==> config.mk <==
export PLATFORM = sky130hd
export DESIGN_NAME = pc_fetch_sequencer
export DESIGN_NICKNAME = d
export VERILOG_FILES = /design/src/rtl/pc_fetch_sequencer.sv
export SDC_FILE = /design/constraint.sdc
export NUM_CORES = 1
export LEC_CHECK = 0
export BUFFER_PORTS_ARGS = -buffer_cell sky130_fd_sc_hd__buf_2
export CELL_PAD_IN_SITES_DETAIL_PLACEMENT = 0
export CELL_PAD_IN_SITES_GLOBAL_PLACEMENT = 1
export CORE_MARGIN = 8
export CORE_UTILIZATION = 32
export CTS_CLUSTER_SIZE = 30
export DETAILED_ROUTE_END_ITERATION = 10
export GPL_TIMING_DRIVEN = 1
export PLACE_DENSITY = 0.87
export SLEW_MARGIN = 20
export SYNTH_ARGS = -nofsm -noshare
export SYNTH_HDL_FRONTEND = slang
export SYNTH_SLANG_ARGS = --single-unit
==> constraint.sdc <==
create_clock -name clk -period 2.8 [get_ports clk]
set_input_delay 0.28 -clock clk [delete_from_list [all_inputs] [get_ports clk]]
set_output_delay 0.28 -clock clk [all_outputs]
set_load 0.02 [all_outputs]
==> src/rtl/pc_fetch_sequencer.sv <==
// Program-counter owner and instruction-fetch sequencer: issues req/ack fetches,
// advances or redirects the PC, and latches a sticky trap on misaligned redirects.
module pc_fetch_sequencer #(
    parameter logic [31:0] RESET_PC = 32'h0000_0000
) (
    input  logic        clk,
    input  logic        reset,
    input  logic [31:0] PCTarget,
    input  logic        PCSrc,
    input  logic        Stall,
    output logic        imem_req,
    output logic [31:0] imem_addr,
    input  logic        imem_ack,
    output logic [31:0] PC,
    output logic [31:0] PCPlus4,
    output logic        InstrValid,
    output logic        Misaligned,
    output logic [31:0] TrapPC
);

    typedef enum logic [1:0] {
        IDLE = 2'd0,
        REQ  = 2'd1,
        EXEC = 2'd2,
        TRAP = 2'd3
    } state_t;

    // The low two bits of the reset vector are dropped so the PC is always word aligned.
    localparam logic [31:0] RESET_PC_ALIGNED = {RESET_PC[31:2], 2'b00};

    state_t      state_q, state_d;
    logic [31:0] pc_q, pc_d;
    logic        misaligned_q, misaligned_d;
    logic [31:0] trap_pc_q, trap_pc_d;

    logic [31:0] pc_plus4;
    logic        target_aligned;

    assign pc_plus4       = pc_q + 32'd4;
    assign target_aligned = (PCTarget[1:0] == 2'b00);

    always_comb begin
        state_d      = state_q;
        pc_d         = pc_q;
        misaligned_d = misaligned_q;
        trap_pc_d    = trap_pc_q;

        unique case (state_q)
            IDLE: begin
                state_d = REQ;
            end
            REQ: begin
                if (imem_ack) begin
                    state_d = EXEC;
                end
            end
            EXEC: begin
                // Stall wins over any redirect; alignment is only judged on a taken redirect.
                if (!Stall) begin
                    if (!PCSrc) begin
                        pc_d    = pc_plus4;
                        state_d = REQ;
                    end else if (target_aligned) begin
                        pc_d    = PCTarget;
                        state_d = REQ;
                    end else begin
                        trap_pc_d    = PCTarget;
                        misaligned_d = 1'b1;
                        state_d      = TRAP;
                    end
                end
            end
            TRAP: begin
                state_d = TRAP;
            end
            default: begin
                state_d = IDLE;
            end
        endcase
    end

    always_ff @(posedge clk) begin
        if (reset) begin
            state_q      <= IDLE;
            pc_q         <= RESET_PC_ALIGNED;
            misaligned_q <= 1'b0;
            trap_pc_q    <= 32'd0;
        end else begin
            state_q      <= state_d;
            pc_q         <= pc_d;
            misaligned_q <= misaligned_d;
            trap_pc_q    <= trap_pc_d;
        end
    end

    assign imem_req   = (state_q == REQ);
    assign InstrValid = (state_q == EXEC);
    assign imem_addr  = pc_q;
    assign PC         = pc_q;
    assign PCPlus4    = pc_plus4;
    assign Misaligned = misaligned_q;
    assign TrapPC     = trap_pc_q;

endmodule
Word-level counts from Yosys, hierarchy flattened
Index checks and enable logic that the tools add are counted.
{"block": "op_classes", "eq_ne": 6, "reduce_logical": 5, "bitwise_logic": 2, "add_sub_neg": 1, "mux": 7}
{"cell": "two-way mux 32 bit", "count": 2}
{"cell": "adder 32 x 3 -> 32 bit, second input constant", "count": 1}
{"cell": "two-way mux 2 bit", "count": 4}
{"cell": "one-hot mux 2 bit (4 select lines)", "count": 1}
{"cell": "equality test 2 bit, second input constant", "count": 2}
{"cell": "logical NOT 2 bit", "count": 2}
{"cell": "!= test 2 x 1 -> 1 bit, second input constant", "count": 2}
{"cell": "AND reduction 4 bit", "count": 1}
{"cell": "AND reduction 3 bit", "count": 1}
{"cell": "equality test 2 x 1 -> 1 bit, second input constant", "count": 1}
{"cell": "!= test 2 bit, second input constant", "count": 1}
{"cell": "NOT 1 bit", "count": 2}
{"cell": "AND reduction 2 bit", "count": 1}
{"block": "totals", "ff_bits": 67, "wordCells": 25}

Depth between registers and ports, before layout
Gate-level depths: netlist of run 1.
{"block": "depth", "ltp_word": 5, "ltp_mapped": 8, "mapped_depth_nobuf": 6}

Worst setup path before layout of run 1
Ideal clock, no wire load.
{"block": "synth_timing", "path_type": "register to register", "from": "register pc_q[2], in the netlist PC[2]", "to": "register pc_q[24], in the netlist PC[24]", "path_stages_with_launch": 7, "n_path_buf": 0, "setup_ns": 0.074, "setup_slack_ns": 0.383, "arrival_time_ns": 2.343, "synth_period_minus_slack_ns": 2.417, "path_cell_list": "dfxtp_1 > ha_1 > and3_1 > nand4_4 > or4_4 > or4_1 > a31oi_1"}
{"block": "synth_between", "elab_chain_len": 2}
{"element": "start: declaration", "line": "32", "rtl": "logic [31:0] pc_q, pc_d;"}
{"element": "start signal: assignment", "line": "90", "rtl": "pc_q <= pc_d;"}
{"element": "adder 32 x 3 -> 32 bit", "line": "39", "rtl": "assign pc_plus4 = pc_q + 32'd4;"}
{"element": "two-way mux 32 bit", "line": "60", "rtl": "if (!PCSrc) begin"}
No other way between the ends.
A chain may end at the register's enable or synchronous reset.

Worst setup path after layout of run 1
{"block": "layout_timing", "from": "register pc_q[3], in the netlist PC[3]", "to": "output PCPlus4[24]"}
{"block": "layout_between", "elab_chain_len": 1}
{"element": "adder 32 x 3 -> 32 bit", "line": "39"}
{"element": "end: declaration", "line": "15", "rtl": "output logic [31:0] PCPlus4,"}
No other way between the ends.

==> results of run 1 <==
[power by group]
| group | switching, mW | internal (mW) | total (mW) |
|---|---|---|---|
| Combinational | 0.117 | 0.0601 | 0.177 |
| Sequential | 0.0144 | 0.966 | 0.980 |
| Clock | 0.417 | 0.795 | 1.21 |
[Yosys cell counts, drive strengths merged]
cell type	number	area, um2
nand2	94	353
dfxtp	67	1340
a21oi	62	310
buf	43	303
clkbuf	27	101
nand3	23	115
nor2	23	86.3
xor2	17	149
and3	13	81.3
xnor2	11	96.3
nor4	10	62.6
o21ai	10	50.1
nand4	8	65.1
nor3	7	35.0
a21o	6	45.0
a31oi	6	37.5
inv	6	22.5
o2bb2ai	6	52.6
and4	4	35.0
nand2b	4	25.0
o31ai	4	30.0
or4	4	33.8
a22oi	3	22.5
mux2i	3	30.0
nor2b	3	18.8
nor3b	3	22.5
a211oi	2	15.0
o21a	2	15.0
o32ai	2	17.5
a22o	1	8.76
a32o	1	10.0
ha	1	12.5
o211ai	1	7.51
o31a	1	8.76
or2	1	6.26
or3	1	6.26
or3b	1	8.76
[critical path, delay by kind of cell (launching register included)]
kind / cells / cell delay (ns)
XOR/XNOR: 1 / 0.19
adder cells (fa/ha/maj): 1 / 0.20
buffers and inverters: 1 / 0.21
flip-flops: 1 / 0.46
AND/OR/NAND/NOR: 3 / 0.95
[what timing repair did]
action,4_1_cts,5_1_grt
hold endpoints to repair,0,0
setup buffers,1,1
hold buffers,0,0
pin swaps,1,1
endpoints found under the setup margin,4,5
gates resized for setup,4,4
[registers in the layout, summed over array words and instances (netlist names)]
name / count
TrapPC: 32
Misaligned: 1
state_q: 2
PC: 32
[layer usage]
layer  part of all wire [%]  wire length, um
met4                    1.1              142
met2                     50             6350
met5                      0                0
met3                    7.0              897
met1                     42             5410
[cell usage in the layout (no fill, tap or decap), drive strengths merged, types with 8 or more instances in the layout]
cell type / count
and3: 13
o21ai: 10
a21oi: 62
nor2: 23
xor2: 17
nand4: 8
nand2: 94
buf: 180
nor4: 10
xnor2: 11
nand3: 23
dfxtp: 67
clkbuf: 10
[metrics by stage]
stage	std cells	setup slack, ns
CTS	748	0.00384
detailed placement	732	0.218
floorplan	481	0.383
finish	749	0.176
global placement	732	0.307
global route	749	0.0321
[layout make-up]
cell class / instances / area (um2) / share of cell area (%)
flip-flops and latches: 67 / 1340 / 28.5
repair buffers: 180 / 933 / 19.8
inverters: 6 / 22.5 / 0.478
well taps: 143 / 179 / 3.80
clock buffers: 10 / 239 / 5.08
multi-input cells: 338 / 1910 / 40.7
clock inverters: 5 / 77.6 / 1.65
[path summary, 6_finish.rpt]
| kind | startpoint | end | slack, ns |
|---|---|---|---|
| worst min register to register | TrapPC[9] | TrapPC[9] | 0.45 |
| worst max-delay path | PC[3] | PCPlus4[24] | 0.18 |
| worst max register to register | PC[3] | PC[24] | 0.46 |
| worst min-delay path | Stall | state_q[0] | 0.18 |
[cells by family (layout without fill, tap and decap cells)]
logic type,count (synthesis),after routing
buffers and inverters,76,201
XOR/XNOR,28,28
AND/OR/NAND/NOR,199,199
multiplexers,3,3
flip-flops,67,67
AO/OA/AOI/OAI,107,107
adder cells (fa/ha/maj),1,1
==> results.yml, run 1 <==
global_routing:
  antenna_found_initial: 0
  grt_pass1_vias: 3641
  met2_usage_pct: 28.4
  grtUsageMet3_pct: 4.51
  globalRouteMet1Util_pct: 19.5
  grt_pass1_wl_mm: 19.7
  grt_max_degree: 70
  grtUsageTotal_pct: 16.5
  grt_most_used_layer: "met2"
  grt-ovfl-total: 0
cts:
  cts_num_sinks: 67
  path_clk_slew_ns: 0.05
  clockRootBuffer: "clkbuf_16"
  cts_htree_levels: 3
  tritoncts: "yes"
  clkLatencyLatePin_ns: 0.33
  clockBufferDepth: 2
  cts_made_buffers: 9
place:
  gp_congestion: 0.853
  portBuffers: 167
  dp_hpwl_mm: 9.72
  dpl_cell_area_um2: 4340
sta:
  tightest_slew_ns: 1.01
  hold_viol_final: 0
  setup-violations-final: 0
  skew_ns: 0.00836
  setup_tns_ns: 0
  slew_headroom_pct: 32.4
  period_needed_ns: 2.62
  timing.hold.ws_ns: 0.181
  post-route-period-util_pct: 93.7
  rsz0062_at_grt: "no"
  fmax_mhz: 381
  slew_violations: 0
detailed_routing:
  drt-initial-drc-count: 232
  drtAntennaViolNets: 0
  wirelength_mm: 12.8
  vias_per_cell: 5.00
  drc: 0
  vias: 3743
  detail_route.wl_per_cell_um: 17.1
  drt_pre_antenna_iters: 5
floorplan:
  start_util_pct: 32.3
  core_um2: 11300
  chipHeight_um: 123
  io_pins: 168
  rows: 39
  fp.dieW_um: 123
  die-area_um2: 15000
finish:
  drive_gt1_share_pct: 34.2
  nFillCells: 1157
  syn_to_final_growth_pct: 29.3
  post-route-util_pct: 41.8
  nNetsFinal: 640
  antenna_cells: 0
  fin_area_um2: 4710
setup_path:
  worst-r2r-cell-count: 6
  critical_path.max_fanout: 7
  path_class: "register to primary output"
  slowest_delay_ns: 0.54
  worst_setup_path_end_kind: "primary output"
  path_cells: "ha_4 > and3_2 > nand4_4 > or4_4 > xnor2_1 > buf_2"
  crit_path_top_delay_cell: "or4_4"
  cp.required_ns: 2.52
  start_kind: "register"
  crit_arrival_ns: 2.34
yosys:
  synthXorXnorAreaFrac_pct: 6.74
  yosysSeqAreaShare_pct: 36.8
  yosys-mux-area-fraction_pct: 0.825
  synth_compound_area_share_pct: 17.3
  synthCells: 481
  synth_top_family_by_area: "simple AND/OR/NAND/NOR gates"
  ys_seq_elements: 67
  yosys_warnings: 0
  yosysUniqueCellTypes: 41
  syn-num-nets: 519
  avgSynthCellArea_um2: 7.57
  synthAdderAreaFrac_pct: 0.344
  synthSimpleGateAreaFrac_pct: 26.2
  netlist_area_um2: 3640
status:
  status: "complete, no violations"
flow_run:
  maxCapViolations: 0
power_and_ir_drop:
  power_mw: 2.37
  leakagePower_nw: 2.26
  power_density_nw_per_um2: 503
  worst_ir_drop_vdd_mv: 0.294
min_path:
  hp-class: "input port to register"
  holdPathStages: 2
(Power assumes the default switching activity.)
==> run 2, diff against run 1 <==
- ABC_AREA: not set -> 1
- PLACE_DENSITY: 0.87 -> 0.88
==> results.yml, run 2 <==
yosys:
  syn-num-nets: 554
  synth_top_cell_area_share_pct: 36.4
  yosysSeqAreaShare_pct: 36.4
  async_flop_share_pct: 0
  yosys-top-cells-area: "dfxtp_1 36%, nand2_1 12%, nor2_1 9.9%"
  yosys.area.top_type: "dfxtp_1"
  synth_most_common_cell: "nand2_1"
  yosys_warnings: 0
  netlist_area_um2: 3690
  ys_seq_elements: 67
  synthCells: 516
  ys.flop_type: "dfxtp_1"
  avgSynthCellArea_um2: 7.15
  yosysUniqueCellTypes: 28
  synth_edf_count: 0
  synth_commonest_cells: "121 x nand2_1, 97 x nor2_1, 67 x dfxtp_1"
power_and_ir_drop:
  power_frac_clock_pct: 47.4
  p_sw_mw: 0.534
  p_int_mw: 1.68
  swShare_pct: 24.1
  combPwrFrac_pct: 8.0
  power_density_nw_per_um2: 472
  seqPwrFrac_pct: 44.6
  worst_ir_drop_vdd_mv: 0.204
  leakagePower_nw: 2.34
cts:
  cts_made_buffers: 9
  post_cts_buffers: 0
  cts_hold_buf: 0
  tritoncts: "yes"
  clockBufferDepth: 2
  clkLatencyLatePin_ns: 0.33
  cts.repair.resized: 0
  clockRootBuffer: "clkbuf_16"
  path_clk_slew_ns: 0.05
  cts_num_sinks: 67
  cts_htree_levels: 3
floorplan:
  rows: 39
  fp.dieW_um: 123
  die-area_um2: 15200
  io_pins: 168
  core_um2: 11300
  chipHeight_um: 123
  start_util_pct: 32.6
global_routing:
  grt_pass1_vias: 3809
  grtUsageTotal_pct: 16.5
  grt_pass1_wl_mm: 19.8
  grt-ovfl-total: 0
  antenna_found_initial: 0
  grt_max_degree: 35
min_path:
  hp-start: "imem_ack"
  hp-class: "input port to register"
sta:
  rsz0062_at_grt: "no"
  hold_viol_final: 0
  setup-violations-final: 0
  fmax_mhz: 438
  post-route-period-util_pct: 81.5
  setup_tns_ns: 0
  slew_violations: 0
  slew_headroom_pct: 57.9
  tightest_slew_ns: 0.630
  period_needed_ns: 2.28
  skew_ns: 0.00716
status:
  status: "complete, no violations"
setup_path:
  path_class: "register to primary output"
  reg2reg_slack_ns: 0.88
  crit_start: "PC[2]"
  crit_arrival_ns: 2.00
  r2r-start: "state_q[0]"
  regToRegEndpoint: "PC[14]"
  cp.required_ns: 2.52
  cp-endpoint: "PCPlus4[26]"
  start_kind: "register"
  worst-r2r-cell-count: 9
  critical_path.max_fanout: 6
  worst_setup_path_end_kind: "primary output"
finish:
  nNetsFinal: 684
  nFillCells: 1190
  final_common_cell: "buf_2"
  drive_gt1_share_pct: 33.2
  final_cell_mix: "167 x buf_2, 121 x nand2_1, 95 x nor2_1"
  antenna_cells: 0
  post-route-util_pct: 41.4
  syn_to_final_growth_pct: 27.1
detailed_routing:
  drtAntennaViolNets: 0
  vias: 3718
  drt-initial-drc-count: 175
  detail_route.wl_per_cell_um: 15.7
  drc: 0
  drt_pre_antenna_iters: 4
  wirelength_mm: 12.4
  vias_per_cell: 4.68
place:
  dp_hpwl_mm: 9.63
  gp_congestion: 0.848
  portBuffers: 167
flow_run:
  maxCapViolations: 0
## run 2: power groups by stage
stage               combinational (mW)  clock (mW)  sequential, mW
floorplan                       0.0861           0            1.02
global placement                 0.177           0            1.01
detailed placement               0.179           0            1.01
CTS                              0.180        1.07           0.986
global route                     0.197        1.11           0.988
finish                           0.177        1.05           0.986
## run 2: cell type report
type,instances,area [um2],share of cell area (%)
Clock buffer,14,264,5.63
Clock inverter,2,10.0,0.214
Inverter,27,101,2.16
Multi-Input combinational cell,366,1890,40.4
Sequential cell,67,1340,28.6
Tap cell,143,179,3.82
Timing Repair Buffer,175,896,19.1
## run 2: worst max-delay path: stages, from the launching register on
cell and delay [ns]:
dfxtp_1 0.42, ha_1 0.25, nand2_1 0.07, nor2_1 0.16, nand2_2 0.10, nor2_4 0.22
nand3_1 0.12, and2_1 0.17, buf_2 0.15
## run 2: cell families after synthesis
family / Yosys count / synth area share, %
buffers and inverters: 83 / 12.4
AOI/OAI and AO/OA: 92 / 14.4
and+or+nand+nor: 258 / 31.7
DFF: 67 / 36.4
adders and majority gates: 1 / 0.339
xor gates and xnor gates: 15 / 4.78
## run 2: per-layer routing
metal,vias to the layer above,global-route usage (%),routed length [um]
li1,1886,-,-
met1,1695,19.7,5440
met2,123,27.9,5830
met3,14,5.30,1010
met4,0,4.51,164
met5,-,0,0
## run 2: worst min-delay path by stage
stage | end | slack (ns) | cells after the start
3_3_place_gp | Misaligned | 0.45 | 2
3_5_place_dp | TrapPC[16] | 0.47 | 2
6_report | state_q[0] | 0.15 | 2
5_1_grt | state_q[0] | 0.15 | 2
2_1_floorplan | state_q[0] | 0.38 | 1
4_1_cts | state_q[0] | 0.14 | 2
## run 2: stage by stage
stage	cell area [um2]	cells	power (mW)	setup slack, ns	hold slack (ns)
after floorplan	3690	516	1.11	0.957	0.383
after global placement	4410	778	1.18	0.917	0.453
after detailed placement	4410	778	1.19	0.852	0.466
after CTS	4690	794	2.24	0.483	0.142
after global routing	4690	794	2.30	0.375	0.154
final	4690	794	2.21	0.518	0.149
==> run 3, diff against run 2 <==
- ABC_AREA: 1 -> 0
- CORE_UTILIZATION: 32 -> 29
- PLACE_DENSITY: 0.88 -> 0.84
- clock period: 2.8 -> 2 ns (I/O delays scaled with it)
==> results.yml, run 3 (synthesized netlist as in run 1, its figures left out) <==
floorplan:
  die-area_um2: 16400
  fp.dieW_um: 128
  chipHeight_um: 128
  start_util_pct: 29.3
  io_pins: 168
  rows: 41
  core_um2: 12400
power_and_ir_drop:
  power_frac_clock_pct: 52.8
  p_sw_mw: 0.832
  power_density_nw_per_um2: 592
  power_mw: 3.50
  worst_ir_drop_vdd_mv: 0.461
  swShare_pct: 23.8
  combPwrFrac_pct: 8.2
  leakagePower_nw: 2.92
  p_int_mw: 2.67
  seqPwrFrac_pct: 39.0
min_path:
  min_to: "state_q[0]"
  holdPathStages: 2
  hp-start: "Stall"
  hp-class: "input port to register"
global_routing:
  grt_max_degree: 33
  grt_pass1_vias: 4097
  grtUsageTotal_pct: 17.6
  grt_pass1_wl_mm: 22.6
  grt-ovfl-total: 0
  antenna_found_initial: 0
detailed_routing:
  vias: 4169
  drtAntennaViolNets: 0
  wirelength_mm: 15.0
  drc: 0
  vias_per_cell: 4.91
  drt-initial-drc-count: 268
  drt_pre_antenna_iters: 5
  detail_route.wl_per_cell_um: 17.7
sta:
  setup_tns_ns: -2.18
  post-route-period-util_pct: 111
  slew_headroom_pct: 76.8
  fmax_mhz: 449
  skew_ns: 0.00561
  setup-violations-final: 19
  hold_viol_final: 0
  tightest_slew_ns: 0.348
  timing.hold.ws_ns: 0.0978
  rsz0062_at_grt: "yes"
  fin_ws_ns: -0.226
  period_needed_ns: 2.23
  slew_violations: 0
cts:
  path_clk_slew_ns: 0.06
  cts_num_sinks: 67
  tritoncts: "yes"
  cts_htree_levels: 3
  clockRootBuffer: "clkbuf_16"
  clkLatencyLatePin_ns: 0.34
  cts_made_buffers: 9
  clockBufferDepth: 2
status:
  status: "complete, but fails checks"
  violations: "negative setup slack"
setup_path:
  r2r-start: "PC[3]"
  start_kind: "register"
  worst-r2r-cell-count: 8
  crit_arrival_ns: 2.03
  regToRegEndpoint: "PC[15]"
  reg2reg_slack_ns: -0.04
  path_class: "register to primary output"
  critical_path.max_fanout: 7
  cp.required_ns: 1.80
  worst_setup_path_end_kind: "primary output"
finish:
  final_common_cell: "buf_2"
  antenna_cells: 0
  final_cell_mix: "144 x buf_2, 92 x nand2_1, 81 x buf_4"
  nNetsFinal: 710
  multi_input_area_um2: 2310
  regArea_um2: 1370
  fin_area_um2: 5920
  drive_gt1_share_pct: 50.1
  syn_to_final_growth_pct: 62.5
  post-route-util_pct: 47.7
  nFillCells: 1223
place:
  portBuffers: 167
  dpl_cell_area_um2: 4820
  dp_hpwl_mm: 10.8
  gp_congestion: 0.801
flow_run:
  maxCapViolations: 0
-- run 3: area by class of cell --
cell class / count / area share, %
clock buffers: 9 / 3.81
repair buffers: 250 / 28.0
clock inverters: 7 / 1.97
multi-input cells: 338 / 39.1
well taps: 172 / 3.64
inverters: 6 / 0.381
flip-flops and latches: 67 / 23.2
-- run 3: routing by layer --
| layer | global-route usage [%] | share of wire [%] | vias up |
|---|---|---|---|
| met5 | 0 | 0 | - |
| met4 | 6.08 | 1.3 | 0 |
| met3 | 5.20 | 7.8 | 17 |
| met2 | 28.9 | 49 | 170 |
| met1 | 21.5 | 42 | 1982 |
| li1 | - | - | 2000 |
-- run 3: power by group through the flow --
stage | clock network (mW) | logic, mW | registers, mW
after CTS | 1.88 | 0.282 | 1.36
after detailed placement | 0 | 0.275 | 1.39
after global routing | 1.95 | 0.310 | 1.37
final | 1.85 | 0.288 | 1.37
after global placement | 0 | 0.274 | 1.39
after floorplan | 0 | 0.131 | 1.41
-- run 3: repair_timing --
item / CTS / global route
hold endpoints to repair: 0 / 0
resized for setup: 80 / 31
buffers inserted: 20 / 13
pin swaps: 29 / 29
setup endpoints to repair: 18 / 26
hold buffers: 0 / 0
-- run 3: worst max-delay path, stage by stage (launching register included) --
cell	delay, ns
dfxtp_4	0.36
nand4_1	0.15
buf_4	0.18
or2_4	0.31
nor4_4	0.32
xor2_2	0.22
buf_6	0.15
-- run 3: stage by stage --
step	setup slack (ns)	std cells
finish	-0.226	849
floorplan	-0.0401	481
global placement	0.0435	801
CTS	-0.237	837
detailed placement	0.0225	801
global route	-0.306	849
-- run 3: how the worst max path moves through the flow --
stage / from / to / slack (ns) / cells after the start
5_1_grt: PC[2] / PCPlus4[29] / -0.31 / 6
6_report: PC[3] / PCPlus4[29] / -0.23 / 6
3_5_place_dp: PC[3] / PCPlus4[27] / 0.02 / 6
4_1_cts: PC[2] / PCPlus4[27] / -0.24 / 6
3_3_place_gp: PC[3] / PCPlus4[27] / 0.04 / 6
2_1_floorplan: PC[9] / PC[24] / -0.04 / 7
